`src/rtl/step_seq_gen_tmr_triplevoter_if.sv`:
```
// step_seq_gen_tmr_triplevoter_if: per-lane request/response bundle of the TMR step-sequence transmitter
// Signals: start/sel/step per lane (requests), data/busy/done per lane and sticky mismatch (responses).
// Modports: master drives requests and observes responses; slave is the transmitter side.
interface step_seq_gen_tmr_triplevoter_if #(
   parameter int IO_SIZE_G = 3
);
   logic                 start_a_i, start_b_i, start_c_i;
   logic                 sel_a_i, sel_b_i, sel_c_i;
   logic                 step_a_i, step_b_i, step_c_i;
   logic [IO_SIZE_G-1:0] data_a_o, data_b_o, data_c_o;
   logic                 busy_a_o, busy_b_o, busy_c_o;
   logic                 done_a_o, done_b_o, done_c_o;
   logic                 mismatch_o;
   modport master (
      output start_a_i, start_b_i, start_c_i, sel_a_i, sel_b_i, sel_c_i,
             step_a_i, step_b_i, step_c_i,
      input  data_a_o, data_b_o, data_c_o, busy_a_o, busy_b_o, busy_c_o,
             done_a_o, done_b_o, done_c_o, mismatch_o
   );
   modport slave (
      input  start_a_i, start_b_i, start_c_i, sel_a_i, sel_b_i, sel_c_i,
             step_a_i, step_b_i, step_c_i,
      output data_a_o, data_b_o, data_c_o, busy_a_o, busy_b_o, busy_c_o,
             done_a_o, done_b_o, done_c_o, mismatch_o
   );
endinterface

```
`src/rtl/step_seq_gen_tmr_triplevoter.sv`:
```
// step_seq_gen_tmr_triplevoter: triple-redundant transmitter of two 3-symbol step sequences
// Ports: clk_i clock; rst_i asynchronous active-high reset;
//   bus (slave) per lane x in {a,b,c}: start_x_i, sel_x_i (0=S1, 1=S2), step_x_i in;
//   data_x_o, busy_x_o, done_x_o out; mismatch_o sticky copy-disagreement flag.
module step_seq_gen_tmr_triplevoter #(
   parameter int                   IO_SIZE_G   = 3,
   parameter logic [IO_SIZE_G-1:0] IDLE_CODE_G = IO_SIZE_G'(0),
   parameter logic [IO_SIZE_G-1:0] S1_A_G      = IO_SIZE_G'(1),
   parameter logic [IO_SIZE_G-1:0] S1_B_G      = IO_SIZE_G'(2),
   parameter logic [IO_SIZE_G-1:0] S1_C_G      = IO_SIZE_G'(3),
   parameter logic [IO_SIZE_G-1:0] S2_A_G      = IO_SIZE_G'(4),
   parameter logic [IO_SIZE_G-1:0] S2_B_G      = IO_SIZE_G'(5),
   parameter logic [IO_SIZE_G-1:0] S2_C_G      = IO_SIZE_G'(6)
) (
   input logic                           clk_i,
   input logic                           rst_i,
   step_seq_gen_tmr_triplevoter_if.slave bus
);
   typedef enum logic [2:0] {ST_IDLE = 3'd0, ST_SA, ST_SB, ST_SC, ST_END} state_t;
   // each copy is {state, latched sel}
   logic [3:0] cp_a_q, cp_b_q, cp_c_q;
   logic [3:0] vt_a, vt_b, vt_c, nx_a, nx_b, nx_c;
   logic       mis_q;
   function automatic logic [3:0] vote(input logic [3:0] a, input logic [3:0] b, input logic [3:0] c);
      return (a & b) | (a & c) | (b & c);
   endfunction
   // illegal encodings 5-7 fall back to IDLE with sel cleared
   function automatic logic [3:0] next_f(input logic [3:0] v, input logic start, input logic sel, input logic step);
      logic [2:0] st;
      st = v[3:1];
      return (st == ST_IDLE) ? (start ? {ST_SA, sel} : v)
           : (st == ST_END)  ? {ST_IDLE, v[0]}
           : (st >  ST_END)  ? {ST_IDLE, 1'b0}
           : step            ? {st + 3'd1, v[0]}
           :                   v;
   endfunction
   function automatic logic [IO_SIZE_G-1:0] data_f(input logic [3:0] v);
      logic [2:0] st;
      st = v[3:1];
      return (st == ST_SA) ? (v[0] ? S2_A_G : S1_A_G)
           : (st == ST_SB) ? (v[0] ? S2_B_G : S1_B_G)
           : (st == ST_SC) ? (v[0] ? S2_C_G : S1_C_G)
           :                 IDLE_CODE_G;
   endfunction
   function automatic logic busy_f(input logic [3:0] v);
      return (v[3:1] != ST_IDLE) && (v[3:1] <= ST_END);
   endfunction
   // three independent voters so no single voter is a common point of failure
   always_comb begin
      vt_a = vote(cp_a_q, cp_b_q, cp_c_q);
      vt_b = vote(cp_a_q, cp_b_q, cp_c_q);
      vt_c = vote(cp_a_q, cp_b_q, cp_c_q);
      nx_a = next_f(vt_a, bus.start_a_i, bus.sel_a_i, bus.step_a_i);
      nx_b = next_f(vt_b, bus.start_b_i, bus.sel_b_i, bus.step_b_i);
      nx_c = next_f(vt_c, bus.start_c_i, bus.sel_c_i, bus.step_c_i);
      bus.data_a_o = data_f(vt_a);
      bus.data_b_o = data_f(vt_b);
      bus.data_c_o = data_f(vt_c);
      bus.busy_a_o = busy_f(vt_a);
      bus.busy_b_o = busy_f(vt_b);
      bus.busy_c_o = busy_f(vt_c);
      bus.done_a_o = vt_a[3:1] == ST_END;
      bus.done_b_o = vt_b[3:1] == ST_END;
      bus.done_c_o = vt_c[3:1] == ST_END;
      bus.mismatch_o = mis_q;
   end
   always_ff @(posedge clk_i or posedge rst_i) begin
      if (rst_i) begin
         cp_a_q <= {ST_IDLE, 1'b0};
         cp_b_q <= {ST_IDLE, 1'b0};
         cp_c_q <= {ST_IDLE, 1'b0};
         mis_q  <= 1'b0;
      end else begin
         cp_a_q <= nx_a;
         cp_b_q <= nx_b;
         cp_c_q <= nx_c;
         mis_q  <= mis_q | (cp_a_q != cp_b_q) | (cp_b_q != cp_c_q);
      end
   end
endmodule

```
`src/flat_wrapper.sv`:
```
// flat-port wrapper written by rule: the top's interface ports become plain ports
module step_seq_gen_tmr_triplevoter_flat 
#(
   parameter int                   IO_SIZE_G   = 3,
   parameter logic [IO_SIZE_G-1:0] IDLE_CODE_G = IO_SIZE_G'(0),
   parameter logic [IO_SIZE_G-1:0] S1_A_G      = IO_SIZE_G'(1),
   parameter logic [IO_SIZE_G-1:0] S1_B_G      = IO_SIZE_G'(2),
   parameter logic [IO_SIZE_G-1:0] S1_C_G      = IO_SIZE_G'(3),
   parameter logic [IO_SIZE_G-1:0] S2_A_G      = IO_SIZE_G'(4),
   parameter logic [IO_SIZE_G-1:0] S2_B_G      = IO_SIZE_G'(5),
   parameter logic [IO_SIZE_G-1:0] S2_C_G      = IO_SIZE_G'(6)
)
  (clk_i, rst_i, bus_start_a_i, bus_start_b_i, bus_start_c_i, bus_sel_a_i, bus_sel_b_i, bus_sel_c_i, bus_step_a_i, bus_step_b_i, bus_step_c_i, bus_data_a_o, bus_data_b_o, bus_data_c_o, bus_busy_a_o, bus_busy_b_o, bus_busy_c_o, bus_done_a_o, bus_done_b_o, bus_done_c_o, bus_mismatch_o);
  step_seq_gen_tmr_triplevoter_if #(.IO_SIZE_G(IO_SIZE_G)) bus_i ();
  input logic clk_i;
  input logic rst_i;
  input wire logic [$bits(bus_i.start_a_i)-1:0] bus_start_a_i;
  input wire logic [$bits(bus_i.start_b_i)-1:0] bus_start_b_i;
  input wire logic [$bits(bus_i.start_c_i)-1:0] bus_start_c_i;
  input wire logic [$bits(bus_i.sel_a_i)-1:0] bus_sel_a_i;
  input wire logic [$bits(bus_i.sel_b_i)-1:0] bus_sel_b_i;
  input wire logic [$bits(bus_i.sel_c_i)-1:0] bus_sel_c_i;
  input wire logic [$bits(bus_i.step_a_i)-1:0] bus_step_a_i;
  input wire logic [$bits(bus_i.step_b_i)-1:0] bus_step_b_i;
  input wire logic [$bits(bus_i.step_c_i)-1:0] bus_step_c_i;
  output wire logic [$bits(bus_i.data_a_o)-1:0] bus_data_a_o;
  output wire logic [$bits(bus_i.data_b_o)-1:0] bus_data_b_o;
  output wire logic [$bits(bus_i.data_c_o)-1:0] bus_data_c_o;
  output wire logic [$bits(bus_i.busy_a_o)-1:0] bus_busy_a_o;
  output wire logic [$bits(bus_i.busy_b_o)-1:0] bus_busy_b_o;
  output wire logic [$bits(bus_i.busy_c_o)-1:0] bus_busy_c_o;
  output wire logic [$bits(bus_i.done_a_o)-1:0] bus_done_a_o;
  output wire logic [$bits(bus_i.done_b_o)-1:0] bus_done_b_o;
  output wire logic [$bits(bus_i.done_c_o)-1:0] bus_done_c_o;
  output wire logic [$bits(bus_i.mismatch_o)-1:0] bus_mismatch_o;
  assign bus_i.start_a_i = bus_start_a_i;
  assign bus_i.start_b_i = bus_start_b_i;
  assign bus_i.start_c_i = bus_start_c_i;
  assign bus_i.sel_a_i = bus_sel_a_i;
  assign bus_i.sel_b_i = bus_sel_b_i;
  assign bus_i.sel_c_i = bus_sel_c_i;
  assign bus_i.step_a_i = bus_step_a_i;
  assign bus_i.step_b_i = bus_step_b_i;
  assign bus_i.step_c_i = bus_step_c_i;
  assign bus_data_a_o = bus_i.data_a_o;
  assign bus_data_b_o = bus_i.data_b_o;
  assign bus_data_c_o = bus_i.data_c_o;
  assign bus_busy_a_o = bus_i.busy_a_o;
  assign bus_busy_b_o = bus_i.busy_b_o;
  assign bus_busy_c_o = bus_i.busy_c_o;
  assign bus_done_a_o = bus_i.done_a_o;
  assign bus_done_b_o = bus_i.done_b_o;
  assign bus_done_c_o = bus_i.done_c_o;
  assign bus_mismatch_o = bus_i.mismatch_o;
  step_seq_gen_tmr_triplevoter #(.IO_SIZE_G(IO_SIZE_G), .IDLE_CODE_G(IDLE_CODE_G), .S1_A_G(S1_A_G), .S1_B_G(S1_B_G), .S1_C_G(S1_C_G), .S2_A_G(S2_A_G), .S2_B_G(S2_B_G), .S2_C_G(S2_C_G)) u_core (.clk_i(clk_i), .rst_i(rst_i), .bus(bus_i));
endmodule
```
`config.mk`:
```
export PLATFORM = sky130hd
export DESIGN_NAME = step_seq_gen_tmr_triplevoter_flat
export DESIGN_NICKNAME = d
export VERILOG_FILES = /design/src/rtl/step_seq_gen_tmr_triplevoter_if.sv /design/src/rtl/step_seq_gen_tmr_triplevoter.sv /design/src/flat_wrapper.sv
export SDC_FILE = /design/constraint.sdc
export NUM_CORES = 1
export LEC_CHECK = 0
export ABC_CLOCK_PERIOD_IN_PS = 3300
export CAP_MARGIN = 20
export CORE_AREA = 8 8 56 53
export DETAILED_ROUTE_END_ITERATION = 8
export DIE_AREA = 0 0 64 61
export MAX_ROUTING_LAYER = met4
export PLACE_DENSITY = 0.81
export SYNTH_ARGS = -nofsm -noshare
export SYNTH_HDL_FRONTEND = slang
export SYNTH_SLANG_ARGS = --single-unit
```
`constraint.sdc`:
```
create_clock -name clk_i -period 3.3 [get_ports clk_i]
set_input_delay 0.66 -clock clk_i [delete_from_list [all_inputs] [get_ports clk_i]]
set_output_delay 0.66 -clock clk_i [all_outputs]
set_load 0.01 [all_outputs]
```
==> flow_summary.ini, run 1 <==
[outcome]
outcome = finished clean

[global_route]
grt_pass1_wl_um = 3394
grt_overflow = 0
grt_pass1_vias = 787
gr-usage-all-layers = 0.1145
grt_max_degree = 14
antenna_found_initial = 0

[logic_synthesis]
muxShareOfSynthArea = 0
syn_inst = 100
synth_simple_gate_area_frac = 0.09434
syn-num-nets = 127
yosys-top-cells-count = ha_1 (16), dfrtp_1 (13), o21ai_0 (12)
ys_warn_count = 0
synth_compound_area_frac = 0.2377
ys_ff_latch = 13
yosysMostFrequentCell = ha_1
synth_flop_cell = dfrtp_1
synthAdderAreaFrac = 0.2013
yosys.area_share.xor_xnor = 0.02642
synth_top_area_share = 0.3270
synth_edf_count = 0
netlist-cell-type-count = 29
synthTopCellsByArea = dfrtp_1 (33%), ha_1 (20%), buf_4 (7.5%)
syn_area_per_cell_um2 = 9.947
synth_top_family_by_area = compound AO/OA/AOI/OAI gates
ys_seq_area_frac = 0.3270
syn_area_um2 = 994.7
yosysTopAreaCell = dfrtp_1
synth-async-reset-ratio = 1.000

[pwr]
seqPwrFrac = 0.171
combinationalPowerShare = 0.774
ir_worst_vdd_mv = 1.306
swShare = 0.4553
intPower_w = 0.0008909
p_per_area_mw_per_mm2 = 1277
switchingPower_w = 0.0007448
p_leak_nw = 0.6546
clkPwrFrac = 0.055

[timing]
period_share = 0.9650
hold_viol_final = 0
worst_pin_slew_ns = 0.4520
period_needed_ns = 3.184
finalSetupTns_ns = 0
maxSlewViolCount = 0
max_freq_mhz = 314.0
relSlewSlack = 0.6983
setup_viol = 0
fin_skew_ns = 0.003410
rsz0062_at_grt = false

[hold_path]
holdCritPathClass = flop to flop

[route]
avgRoutedWirePerCell_um = 15.10
vias_per_cell = 5.259
ant_nets = 0
drc = 0
wirelength_um = 2219
drtPass1Iterations = 4
vias = 773
drt_iter0_drc = 27

[placed_design]
place_hpwl_um = 1788
routabilityCongestion = 0.7901
portBuffers = 26

[floorplan]
start_util = 0.4824
die-area_mm2 = 0.003904
die_h_um = 61
rows = 16
ioPinCount = 27
core-area_mm2 = 0.002062
die_w_um = 64

[clock_tree]
cts_max_level = 1
cts_sinks = 13
clock_path_buffers = 2
cts_made_buffers = 3
cts_tree = built
clockRootBuffer = clkbuf_4
clk_pin_slew_ns = 0.07
clk_latency_ns = 0.26

[layout]
fill_cells = 164
diodes = 0
final_util = 0.6214
nets = 148
synthToLayoutAreaGrowth_pct = 28.81
drive_gt1_frac = 0.1167

[setup_path]
critPathLaunchType = flop
cp.arrival_ns = 2.52
critical_path_class = flop to primary output
cp_max_fo = 3
worst_setup_path_end_kind = primary output
cp_data_required_time_ns = 2.64

[flow_run]
maxCapViolations = 0
[worst max-delay path: stages, from the launching register on]
cell and delay, ns:
dfrtp_1 0.41, ha_1 0.24, a211oi_4 0.29, buf_4 0.16, ha_1 0.25, o21ai_2 0.11, a21boi_2 0.21, clkdlybuf4s50_1 0.59
[metrics by stage]
stage | total power, W | std cells | instance area (um^2) | worst slack, ns | hold slack (ns)
after floorplan | 0.001161 | 100 | 994.7 | 0.7964 | 0.5294
final | 0.001636 | 147 | 1281 | 0.1156 | 0.4933
after detailed placement | 0.001486 | 141 | 1204 | 0.2719 | 0.4826
after CTS | 0.001606 | 145 | 1237 | 0.007167 | 0.4987
after global routing | 0.001771 | 147 | 1281 | 0.02588 | 0.5344
after global placement | 0.001451 | 141 | 1204 | 0.4351 | 0.4792
[final timing paths]
kind / start / endpoint / slack, ns / depth (start not counted)
max reg2reg: u_core.cp_c_q[2]$_DFF_PP0_ / u_core.cp_c_q[2]$_DFF_PP0_ / 0.93 / 8
max: u_core.cp_c_q[1]$_DFF_PP0_ / bus_data_b_o[2] / 0.12 / 7
min reg2reg: u_core.bus.mismatch_o$_DFF_PP0_ / u_core.bus.mismatch_o$_DFF_PP0_ / 0.49 / 2
min: u_core.bus.mismatch_o$_DFF_PP0_ / u_core.bus.mismatch_o$_DFF_PP0_ / 0.49 / 2
min in group asynchronous: rst_i / u_core.cp_c_q[1]$_DFF_PP0_ / 0.70 / 2
max in group asynchronous: rst_i / u_core.cp_a_q[1]$_DFF_PP0_ / 2.29 / 2
[layout by cell type, fill, tap and decap left out, types with 4 or more instances in the layout]
cell and count:
dfrtp_1 13, clkdlybuf4s50_1 20, dlymetal6s2s_1 6, ha_1 16, inv_1 4, nand2_1 6
o22ai_1 6, o21ai_0 12
[power by group through the flow]
stage                     Combinational, W  Sequential (W)   Clock, W
after detailed placement           0.00121        0.000280          0
after floorplan                   0.000892        0.000269          0
final                              0.00127        0.000280  0.0000897
after global placement             0.00118        0.000273          0
after global routing               0.00138        0.000285   0.000103
after CTS                          0.00123        0.000281  0.0000942
[registers in the layout, summed over array words and instances (netlist names)]
signal and flops:
u_core.cp_b_q 4, u_core.cp_c_q 4, u_core.cp_a_q 4, u_core.bus.mismatch_o 1
[cell families after synthesis]
family,after synthesis
XOR/XNOR,3
buffers and inverters,18
flip-flops,13
adder cells (fa/ha/maj),16
AO/OA/AOI/OAI,34
AND/OR/NAND/NOR,16
[per-layer routing]
| layer | track usage | wire, um | up-vias |
|---|---|---|---|
| met5 | - | 0 | - |
| met4 | 0.08889 | 37 | 0 |
| met3 | 0.007380 | 27 | 4 |
| met2 | 0.2031 | 1244 | 16 |
| met1 | 0.1188 | 910 | 357 |
| li1 | - | - | 396 |
[layout make-up]
cell class                      count  area (um^2)  share of cell area
Timing Repair Buffer               28        290.3              0.2266
Tap cell                           27        33.78             0.02637
Clock buffer                        4        26.28             0.02051
Multi-Input combinational cell     69        578.1              0.4512
Sequential cell                    13        325.3              0.2539
Inverter                            6        27.53             0.02148
[timing repair]
action	CTS	global route
resized for setup	1	9
hold buffers	0	0
endpoints found under the setup margin	4	9
cloned	0	0
setup buffers	0	2
pin swaps	0	1
No activity file was read; power rests on OpenSTA's default activity.
==> inputs of run 2 (changes only) <==
Settings changed: CAP_MARGIN 20 to default.
==> results of run 2 <==
No change in the layout: final DEF, timing and power equal those of run 1.
